<file path="src/rtl/npu_layer_seq_if.sv">
// Host/layer-fsm facing signal bundle of the multi-layer sequencer.
// run is level-sampled only while idle; npu_start and seq_done are single-cycle pulses, fsm_done is a level.
interface npu_layer_seq_if #(
  parameter int CLOG2ML = 3,
  parameter int OPW     = 3,
  parameter int TO_W    = 16
);
  logic               prog_we;
  logic [CLOG2ML-1:0] prog_addr;
  logic [OPW-1:0]     prog_opcode;
  logic               run;
  logic [CLOG2ML:0]   nb_layers;
  logic [TO_W-1:0]    to_limit;
  logic               abort;
  logic               fsm_done;
  logic [OPW-1:0]     npu_opcode;
  logic               npu_rst;
  logic               npu_start;
  logic               bank_sel;
  logic [CLOG2ML-1:0] cur_layer;
  logic               busy;
  logic               seq_done;
  logic               err;
  logic [1:0]         err_code;
  logic [2:0]         dbg_state;

  modport master (
    output prog_we, prog_addr, prog_opcode, run, nb_layers, to_limit, abort, fsm_done,
    input  npu_opcode, npu_rst, npu_start, bank_sel, cur_layer, busy, seq_done, err, err_code,
           dbg_state
  );

  modport slave (
    input  prog_we, prog_addr, prog_opcode, run, nb_layers, to_limit, abort, fsm_done,
    output npu_opcode, npu_rst, npu_start, bank_sel, cur_layer, busy, seq_done, err, err_code,
           dbg_state
  );
endinterface

</file>
<file path="src/rtl/npu_layer_seq.sv">
// Runs a table of layer opcodes through the conv layer fsm, one layer at a time,
// swapping the ping-pong activation bank between layers.
module npu_layer_seq #(
  parameter int MAX_LAYERS = 8,
  parameter int CLOG2ML    = 3,
  parameter int OPW        = 3,
  parameter int TO_W       = 16
) (
  input logic           ck,
  input logic           rst,
  npu_layer_seq_if.slave bus
);

  typedef enum logic [2:0] {
    S_IDLE, S_CFG, S_ARM, S_START, S_RUN, S_NEXT, S_FIN, S_HALT
  } state_t;

  localparam logic [CLOG2ML:0] MAX_NB = (CLOG2ML+1)'(MAX_LAYERS);

  state_t             state_q, state_d;
  logic [OPW-1:0]     table_q [MAX_LAYERS];
  logic [OPW-1:0]     opcode_q, opcode_d;
  logic               bank_q, bank_d;
  logic [CLOG2ML-1:0] layer_q, layer_d;
  logic [CLOG2ML:0]   nb_q, nb_d;
  logic [TO_W-1:0]    wd_q, wd_d;
  logic               err_q, err_d;
  logic [1:0]         code_q, code_d;
  logic               done_q;
  logic               done_edge;
  logic               nb_ok;
  logic               last_layer;

  assign done_edge  = bus.fsm_done & ~done_q;
  assign nb_ok      = (bus.nb_layers != '0) && (bus.nb_layers <= MAX_NB);
  assign last_layer = ({1'b0, layer_q} == (nb_q - 1'b1));

  // The table is only writable while idle, so a running program never changes under it.
  always_ff @(posedge ck) begin
    if (state_q == S_IDLE && bus.prog_we) begin
      table_q[bus.prog_addr] <= bus.prog_opcode;
    end
  end

  always_comb begin
    state_d  = state_q;
    opcode_d = opcode_q;
    bank_d   = bank_q;
    layer_d  = layer_q;
    nb_d     = nb_q;
    wd_d     = wd_q;
    err_d    = err_q;
    code_d   = code_q;
    case (state_q)
      S_IDLE: begin
        if (bus.run) begin
          if (nb_ok) begin
            err_d   = 1'b0;
            code_d  = 2'b00;
            layer_d = '0;
            bank_d  = 1'b0;
            nb_d    = bus.nb_layers;
            state_d = S_CFG;
          end else begin
            err_d  = 1'b1;
            code_d = 2'b11;
          end
        end
      end
      S_CFG: begin
        opcode_d = table_q[layer_q];
        state_d  = S_ARM;
      end
      S_ARM:   state_d = S_START;
      S_START: begin
        wd_d    = bus.to_limit;
        state_d = S_RUN;
      end
      S_RUN: begin
        // A zero watchdog count means the watchdog is disabled for this layer.
        if (done_edge) begin
          state_d = S_NEXT;
        end else if (wd_q != '0) begin
          if (wd_q == TO_W'(1)) begin
            state_d = S_HALT;
            err_d   = 1'b1;
            code_d  = 2'b01;
          end else begin
            wd_d = wd_q - 1'b1;
          end
        end
      end
      S_NEXT: begin
        bank_d = ~bank_q;
        if (last_layer) begin
          state_d = S_FIN;
        end else begin
          layer_d = layer_q + 1'b1;
          state_d = S_CFG;
        end
      end
      S_FIN:   state_d = S_IDLE;
      S_HALT:  state_d = S_IDLE;
      default: state_d = S_IDLE;
    endcase
    // Abort pre-empts whatever else this cycle would have done.
    if (bus.abort && state_q != S_IDLE && state_q != S_HALT) begin
      state_d  = S_HALT;
      opcode_d = opcode_q;
      bank_d   = bank_q;
      layer_d  = layer_q;
      err_d    = 1'b1;
      code_d   = 2'b10;
    end
  end

  always_ff @(posedge ck) begin
    if (rst) begin
      state_q  <= S_IDLE;
      opcode_q <= '0;
      bank_q   <= 1'b0;
      layer_q  <= '0;
      nb_q     <= '0;
      wd_q     <= '0;
      err_q    <= 1'b0;
      code_q   <= 2'b00;
      done_q   <= 1'b0;
    end else begin
      state_q  <= state_d;
      opcode_q <= opcode_d;
      bank_q   <= bank_d;
      layer_q  <= layer_d;
      nb_q     <= nb_d;
      wd_q     <= wd_d;
      err_q    <= err_d;
      code_q   <= code_d;
      done_q   <= bus.fsm_done;
    end
  end

  assign bus.npu_opcode = opcode_q;
  assign bus.npu_rst    = rst | (state_q == S_CFG) | (state_q == S_HALT);
  assign bus.npu_start  = (state_q == S_START);
  assign bus.bank_sel   = bank_q;
  assign bus.cur_layer  = layer_q;
  assign bus.busy       = (state_q != S_IDLE);
  assign bus.seq_done   = (state_q == S_FIN);
  assign bus.err        = err_q;
  assign bus.err_code   = code_q;
  assign bus.dbg_state  = state_q;

endmodule

</file>
<file path="src/flat_wrapper.sv">
// flat-port wrapper written by rule: the top's interface ports become plain ports
module npu_layer_seq_flat 
#(
  parameter int MAX_LAYERS = 8,
  parameter int CLOG2ML    = 3,
  parameter int OPW        = 3,
  parameter int TO_W       = 16
)
  (ck, rst, bus_prog_we, bus_prog_addr, bus_prog_opcode, bus_run, bus_nb_layers, bus_to_limit, bus_abort, bus_fsm_done, bus_npu_opcode, bus_npu_rst, bus_npu_start, bus_bank_sel, bus_cur_layer, bus_busy, bus_seq_done, bus_err, bus_err_code, bus_dbg_state);
  npu_layer_seq_if #(.CLOG2ML(CLOG2ML), .OPW(OPW), .TO_W(TO_W)) bus_i ();
  input logic ck;
  input logic rst;
  input wire logic [$bits(bus_i.prog_we)-1:0] bus_prog_we;
  input wire logic [$bits(bus_i.prog_addr)-1:0] bus_prog_addr;
  input wire logic [$bits(bus_i.prog_opcode)-1:0] bus_prog_opcode;
  input wire logic [$bits(bus_i.run)-1:0] bus_run;
  input wire logic [$bits(bus_i.nb_layers)-1:0] bus_nb_layers;
  input wire logic [$bits(bus_i.to_limit)-1:0] bus_to_limit;
  input wire logic [$bits(bus_i.abort)-1:0] bus_abort;
  input wire logic [$bits(bus_i.fsm_done)-1:0] bus_fsm_done;
  output wire logic [$bits(bus_i.npu_opcode)-1:0] bus_npu_opcode;
  output wire logic [$bits(bus_i.npu_rst)-1:0] bus_npu_rst;
  output wire logic [$bits(bus_i.npu_start)-1:0] bus_npu_start;
  output wire logic [$bits(bus_i.bank_sel)-1:0] bus_bank_sel;
  output wire logic [$bits(bus_i.cur_layer)-1:0] bus_cur_layer;
  output wire logic [$bits(bus_i.busy)-1:0] bus_busy;
  output wire logic [$bits(bus_i.seq_done)-1:0] bus_seq_done;
  output wire logic [$bits(bus_i.err)-1:0] bus_err;
  output wire logic [$bits(bus_i.err_code)-1:0] bus_err_code;
  output wire logic [$bits(bus_i.dbg_state)-1:0] bus_dbg_state;
  assign bus_i.prog_we = bus_prog_we;
  assign bus_i.prog_addr = bus_prog_addr;
  assign bus_i.prog_opcode = bus_prog_opcode;
  assign bus_i.run = bus_run;
  assign bus_i.nb_layers = bus_nb_layers;
  assign bus_i.to_limit = bus_to_limit;
  assign bus_i.abort = bus_abort;
  assign bus_i.fsm_done = bus_fsm_done;
  assign bus_npu_opcode = bus_i.npu_opcode;
  assign bus_npu_rst = bus_i.npu_rst;
  assign bus_npu_start = bus_i.npu_start;
  assign bus_bank_sel = bus_i.bank_sel;
  assign bus_cur_layer = bus_i.cur_layer;
  assign bus_busy = bus_i.busy;
  assign bus_seq_done = bus_i.seq_done;
  assign bus_err = bus_i.err;
  assign bus_err_code = bus_i.err_code;
  assign bus_dbg_state = bus_i.dbg_state;
  npu_layer_seq #(.MAX_LAYERS(MAX_LAYERS), .CLOG2ML(CLOG2ML), .OPW(OPW), .TO_W(TO_W)) u_core (.ck(ck), .rst(rst), .bus(bus_i));
endmodule
</file>
<file path="config.mk">
export PLATFORM = sky130hd
export DESIGN_NAME = npu_layer_seq_flat
export DESIGN_NICKNAME = d
export VERILOG_FILES = /design/src/rtl/npu_layer_seq_if.sv /design/src/rtl/npu_layer_seq.sv /design/src/flat_wrapper.sv
export SDC_FILE = /design/constraint.sdc
export NUM_CORES = 1
export LEC_CHECK = 0
export ABC_AREA = 1
export BUFFER_PORTS_ARGS = -buffer_cell sky130_fd_sc_hd__clkbuf_2
export CAP_MARGIN = 15
export CORE_AREA = 2 2 87 89
export DETAILED_ROUTE_END_ITERATION = 10
export DIE_AREA = 0 0 89 91
export PLACE_DENSITY = 0.67
export REMOVE_ABC_BUFFERS = 1
export SETUP_SLACK_MARGIN = 0.15
export SYNTH_ARGS = -nofsm -noshare
export SYNTH_HDL_FRONTEND = slang
export SYNTH_SLANG_ARGS = --single-unit
</file>
<file path="constraint.sdc">
create_clock -name ck -period 4.9 [get_ports ck]
set_clock_uncertainty 0.2 [all_clocks]
set_input_delay 0.49 -clock ck [delete_from_list [all_inputs] [get_ports ck]]
set_output_delay 0.49 -clock ck [all_outputs]
set_load 0.05 [all_outputs]
</file>
==> reports/qor.yml, run 1 <==
worst_slew_pin_slew_ns: 0.6948
p_sw_frac: 0.4579
setup_viol: 0
status: "finished clean"
ys_types: 37
drc_errors: 0
period_share: 0.5040
vias: 2965
first_pass_iters: 4
clock-root-buffer: "clkbuf_8"
tns_ns: 0
min_period_ns: 2.470
nets: 533
clock.fmax_mhz: 404.9
cap_violations: 0
synth-seq-area-share: 0.4218
drive_gt1_frac: 0.2216
leakage_nw: 1.718
drt_iter0_drc: 162
end_kind: "output pin"
cpPeakStageDelay_ns: 0.60
die_w_um: 89
critical_path_required_ns: 4.21
syn_area_sq_um: 3322
intPower_mw: 1.124
pwr-share-comb: 0.470
crit_arrival_ns: 1.78
numCtsBuffers: 9
start_util: 0.4655
crit_path_start_kind: "input port"
max_slew_margin: 0.5363
fillers: 733
pin_count: 49
vdd_ir_drop_max_mv: 0.1792
power_frac_seq: 0.313
grt_overflow_total: 0
detail-route-antenna-nets: 0
timing_worst_setup_path_type: "input port to output pin"
cts.clk_slew.worst_paths_ns: 0.07
grt.total_usage: 0.2073
clk_latency_ns: 0.35
drv_slew: 0
gp_congestion: 0.8457
hp-class: "input port to flip-flop"
max-clock-path-buffers: 2
synth-main-ff-cell: "dfxtp_1"
p_total_mw: 2.074
wl_per_cell_um: 12.86
rsz0062_at_grt: "no"
grt_pass1_vias: 2789
ys_seq_elements: 58
n_antenna_cell: 0
path_max_fanout: 20
cts_sinks: 58
hold_viol: 0
crit_top_cell: "clkbuf_2"
cts_resized: 0
rows: 31
syn-instance-count: 448
core_area_sq_um: 7137
powerDensity_nw_per_um2: 543.8
area_growth_pct: 14.80
cts_tree: "built"
die_y_um: 91
worst-path-buf-inv: 3
grt_first_pass_wirelength_um: 13010
die_area_sq_um: 8099
post_cts_buffers: 0
async_flop_share: 0
via_per_inst: 4.942
cp_slowest_cell: "inv_1"
cts_hold_buf: 0
dp_cells: 584
htreeDepth: 3
clkPwrFrac: 0.217
synth.avg_cell_area_sq_um: 7.415
yosys_warnings: 0
port_buffers: 48
final_cells: 600
antenna_found_initial: 0
dpl.hpwl_um: 5493
synth_edf_count: 24
totalWireLength_um: 7715
critical_path.top_delay_family: "buffers and inverters"
path_cells: "clkbuf_2 > inv_1 > nand3_1 > clkbuf_2"
switchingPower_mw: 0.9496
grt_start_max_net_pins: 21
-- metrics by stage --
stage / hold WS [ns] / instance area [sq um] / setup slack [ns] / util
final: 0.1491 / 3814 / 2.430 / 0.5344
after global routing: 0.1620 / 3814 / 2.380 / 0.5344
after CTS: 0.1410 / 3814 / 2.416 / 0.5344
after detailed placement: 0.2492 / 3611 / 2.423 / 0.5060
after global placement: 0.2475 / 3611 / 2.466 / 0.5060
after floorplan: 0.2452 / 3247 / 2.236 / -
-- path summary, 6_finish.rpt --
kind,startpoint,end,slack [ns],cells past startpoint
setup / recovery,rst,bus_npu_rst,2.43,4
hold / removal,bus_fsm_done,u_core.done_q$_SDFF_PP0_,0.15,3
setup reg to reg,u_core.bus.dbg_state[0]$_SDFFE_PP0P_,u_core.wd_q[11]$_SDFFE_PP0P_,2.63,9
hold reg to reg,u_core.bus.err_code[0]$_SDFFE_PP0P_,u_core.bus.err_code[0]$_SDFFE_PP0P_,0.26,2
-- tightest hold or removal path, cell delays in order --
cell and delay, ns:
clkbuf_2 0.08, inv_1 0.05, nor2_1 0.03
-- cells in the final DEF, fill, tap and decap left out, types with 4 or more instances in the layout --
master    netlist  final
dfxtp_1        34     34
clkbuf_8        0      9
nand3b_1        4      4
nand2_1       115    115
clkbuf_2        0     48
nor3_1          6      6
nand3_1        26     26
inv_2           4      4
nor2_1         68     68
inv_1          39     39
nor2_2          8      8
nand2_2        12     12
ha_1            5      5
nand4_1         5      5
or2_2           4      4
o211ai_1        6      6
a21oi_2         8      8
edfxtp_1       24     24
o21ai_0        29     29
a21oi_1        16     16
-- sequential cells by signal, indices dropped and copies added, names as in the netlist --
name and cells:
u_core.bus.err 1, u_core.bus.cur_layer 3, u_core.table_q 24, u_core.bus.err_code 2
u_core.wd_q 16, u_core.done_q 1, u_core.bus.npu_opcode 3, u_core.nb_q 4
u_core.bus.dbg_state 3, u_core.bus.bank_sel 1
-- synth_stat cells, types with 3 or more instances --
| cell type | n | share of area |
|---|---|---|
| ha_1 | 5 | 0.019 |
| nor3_1 | 6 | 0.0090 |
| inv_2 | 4 | 0.0045 |
| a21oi_2 | 8 | 0.021 |
| nand2_1 | 115 | 0.13 |
| xnor2_1 | 3 | 0.0079 |
| o211ai_1 | 6 | 0.014 |
| nor2_4 | 3 | 0.010 |
| or2_2 | 4 | 0.0075 |
| nor2_1 | 68 | 0.077 |
| nand2_2 | 12 | 0.023 |
| dfxtp_1 | 34 | 0.20 |
| nor2_2 | 8 | 0.015 |
| nand3_1 | 26 | 0.039 |
| o21ai_0 | 29 | 0.044 |
| nand4_1 | 5 | 0.0094 |
| nand3b_1 | 4 | 0.0090 |
| inv_1 | 39 | 0.044 |
| nand2_4 | 3 | 0.010 |
| clkbuf_1 | 6 | 0.0068 |
| edfxtp_1 | 24 | 0.22 |
| a21oi_1 | 16 | 0.024 |
-- power groups by stage --
stage,Sequential [mW],Combinational (mW),Clock [mW]
after detailed placement,0.658,0.968,0
after global routing,0.663,1.10,0.487
after global placement,0.656,0.953,0
final,0.650,0.975,0.450
after CTS,0.648,0.974,0.461
after floorplan,0.711,0.707,0
-- final cells by class --
class	count	area [sq um]	share of cell area
multi-input cells	333	1660	0.4354
flip-flops and latches	58	1401	0.3675
repair buffers	48	240.2	0.06299
inverters	46	185.2	0.04856
clock buffers	9	123.9	0.03248
well taps	99	123.9	0.03248
clock inverters	7	78.83	0.02067
-- layer usage --
metal	vias to the layer above	routed length, um	global-route usage
met4	0	127	0.06841
li1	1551	-	-
met2	49	3734	0.3302
met3	11	312	0.05455
met5	-	0	0
met1	1354	3541	0.2716
-- cells by family after synthesis --
family / after synthesis / synth area share
xor+xnor: 5 / 0.01319
compound gates: 64 / 0.1119
fa+ha+maj: 5 / 0.01883
mux: 2 / 0.006027
buf+inv: 57 / 0.07834
flops: 58 / 0.4218
simple gates: 257 / 0.3499
No activity file was read; power rests on OpenSTA's default activity.
==> run 2: changes to the inputs <==
- clock period: 4.9 -> 2.44 ns (I/O delays scaled with it)
==> run 2 against run 1 <==
Effect of this change: critical path type is now flip-flop to output pin; die area unchanged; combinational power up 110%; sequential share of layout area down 1.5 points; critical path depth down 1; largest power group unchanged; clock power up 150%; wire length up 1.3%; clock-buffer cell count unchanged.
==> reports/qor.yml, run 2 (same netlist as run 1, synthesis figures left out) <==
gp_congestion: 0.8676  # +2.6%
area_growth_pct: 19.81
rsz0062_at_grt: "no"
timing_worst_setup_path_type: "flip-flop to output pin"
largest_register_ffs: 24  # unchanged
grt_first_pass_wirelength_um: 13070  # +0.42%
n_antenna_cell: 0  # unchanged
post_cts_buffers: 0  # unchanged
place_ws_ns: 0.5425  # -1.881 ns
cts_sinks: 58  # unchanged
totalWireLength_um: 7818  # +1.3%
period_share: 0.8017
fin_area_sq_um: 3980  # +4.4%
dp_cells: 588  # +0.68%
rows: 31  # unchanged
drc_errors: 0  # unchanged
drt_iter0_drc: 139  # -14%
multiInputGateArea_sq_um: 1660  # unchanged
cts_tree: "built"
numCtsBuffers: 9  # unchanged
powerDensity_nw_per_um2: 1110  # +100%
cp-startpoint: "u_core.bus.dbg_state[2]$_SDFFE_PP0P_"
fillers: 682  # -7.0%
drive_gt1_frac: 0.2237  # +0.002179
ff_latch_area_sq_um: 1401  # unchanged
placed_cell_area_sq_um: 3641  # +0.83%
hp-class: "input port to flip-flop"
port_buffers: 48  # unchanged
crit_path_start_kind: "flip-flop"
tns_ns: 0  # unchanged
grt_overflow_total: 0  # unchanged
die_w_um: 89  # unchanged
leakage_nw: 1.807  # +5.2%
path_max_fanout: 7  # -65%
cap_violations: 0  # unchanged
htreeDepth: 3  # unchanged
utilization: 0.5577  # +0.02332
largestRegisters: "u_core.table_q: 24 flops, u_core.wd_q: 16 flops, u_core.nb_q: 4 flops"
p_total_mw: 4.419  # +110%
pin_count: 49  # unchanged
dpl.hpwl_um: 5677  # +3.4%
antenna_found_initial: 0  # unchanged
reg2reg_slack_ns: 0.50  # -2.13 ns
vias: 3004  # +1.3%
critical_path_required_ns: 2.00  # -2.21 ns
end_kind: "output pin"
status: "finished clean"
cts.clk_slew.worst_paths_ns: 0.07  # about the same
die_y_um: 91  # unchanged
setup.worst_path.end: "bus_seq_done"
final_cell_mix: "115 x nand2_1, 68 x nor2_1, 48 x clkbuf_2"
setup_viol: 0  # unchanged
drv_slew: 0  # unchanged
grt_pass1_vias: 2912  # +4.4%
clock-root-buffer: "clkbuf_8"
via_per_inst: 4.900  # -0.83%
max_slew_margin: 0.6253  # +0.08903
crit_arrival_ns: 1.51  # -0.27 ns
vdd_ir_drop_max_mv: 0.4331  # +140%
nets: 546  # +2.4%
clock.fmax_mhz: 511.2
start_util: 0.4655  # unchanged
ff2ff_path_depth: 9  # unchanged
core_area_sq_um: 7137  # unchanged
first_pass_iters: 5  # +1
hold_viol: 0  # unchanged
timing.hold.ws_ns: 0.01804  # -0.1310 ns
setup_slack_ns: 0.4839  # -1.946 ns
max-clock-path-buffers: 2  # unchanged
min_period_ns: 1.956
r2r_end: "u_core.bus.cur_layer[1]$_SDFFE_PP0P_"
worst_slew_pin_slew_ns: 0.5613  # -0.1335 ns
detail-route-antenna-nets: 0  # unchanged
cts_hold_buf: 9  # +9
largest_register: "u_core.table_q"
layout_commonest_cell: "nand2_1"
final_cells: 613  # +2.2%
grt.total_usage: 0.2077  # +0.0003780
cts_resized: 0  # unchanged
wl_per_cell_um: 12.75  # -0.81%
rr_startpoint: "u_core.nb_q[0]$_SDFFE_PP0P_"
grt_start_max_net_pins: 20  # -4.8%
clk_latency_ns: 0.35  # about the same
die_area_sq_um: 8099  # unchanged
run 2: report_power, final:
group	internal (mW)	switching, mW	total (mW)
logic	0.667	1.34	2.00
registers	1.14	0.155	1.29
clock network	0.688	0.435	1.12
total	2.49	1.93	4.42
run 2: worst min-delay path by stage:
stage | from | end | slack, ns | depth (start not counted)
after floorplan | rst | u_core.wd_q[12]$_SDFFE_PP0P_ | 0.11 | 1
final | bus_nb_layers[3] | u_core.nb_q[3]$_SDFFE_PP0P_ | 0.02 | 3
after global routing | bus_prog_opcode[0] | u_core.table_q[0][0]$_DFFE_PP_ | 0.03 | 1
after global placement | u_core.bus.err_code[0]$_SDFFE_PP0P_ | u_core.bus.err_code[0]$_SDFFE_PP0P_ | 0.25 | 2
after CTS | bus_nb_layers[3] | u_core.nb_q[3]$_SDFFE_PP0P_ | 0.005 | 3
after detailed placement | u_core.bus.err_code[1]$_SDFFE_PP0P_ | u_core.bus.err_code[1]$_SDFFE_PP0P_ | 0.26 | 2
run 2: cell type report:
class | instances | share of cell area
Multi-Input combinational cell | 333 | 0.4172
Sequential cell | 58 | 0.3521
Timing Repair Buffer | 61 | 0.09054
Inverter | 46 | 0.04653
Clock inverter | 7 | 0.03144
Clock buffer | 9 | 0.03112
Tap cell | 99 | 0.03112
run 2: per-layer routing:
layer | global-route usage | part of all wire
met5 | 0 | 0
met4 | 0.06716 | 0.011
met3 | 0.05182 | 0.050
met2 | 0.3414 | 0.48
met1 | 0.2649 | 0.45
run 2: worst max-delay path: stages (launching register included):
cell and delay (ns):
dfxtp_1 0.49, inv_2 0.11, nor3_1 0.24, clkbuf_2 0.33
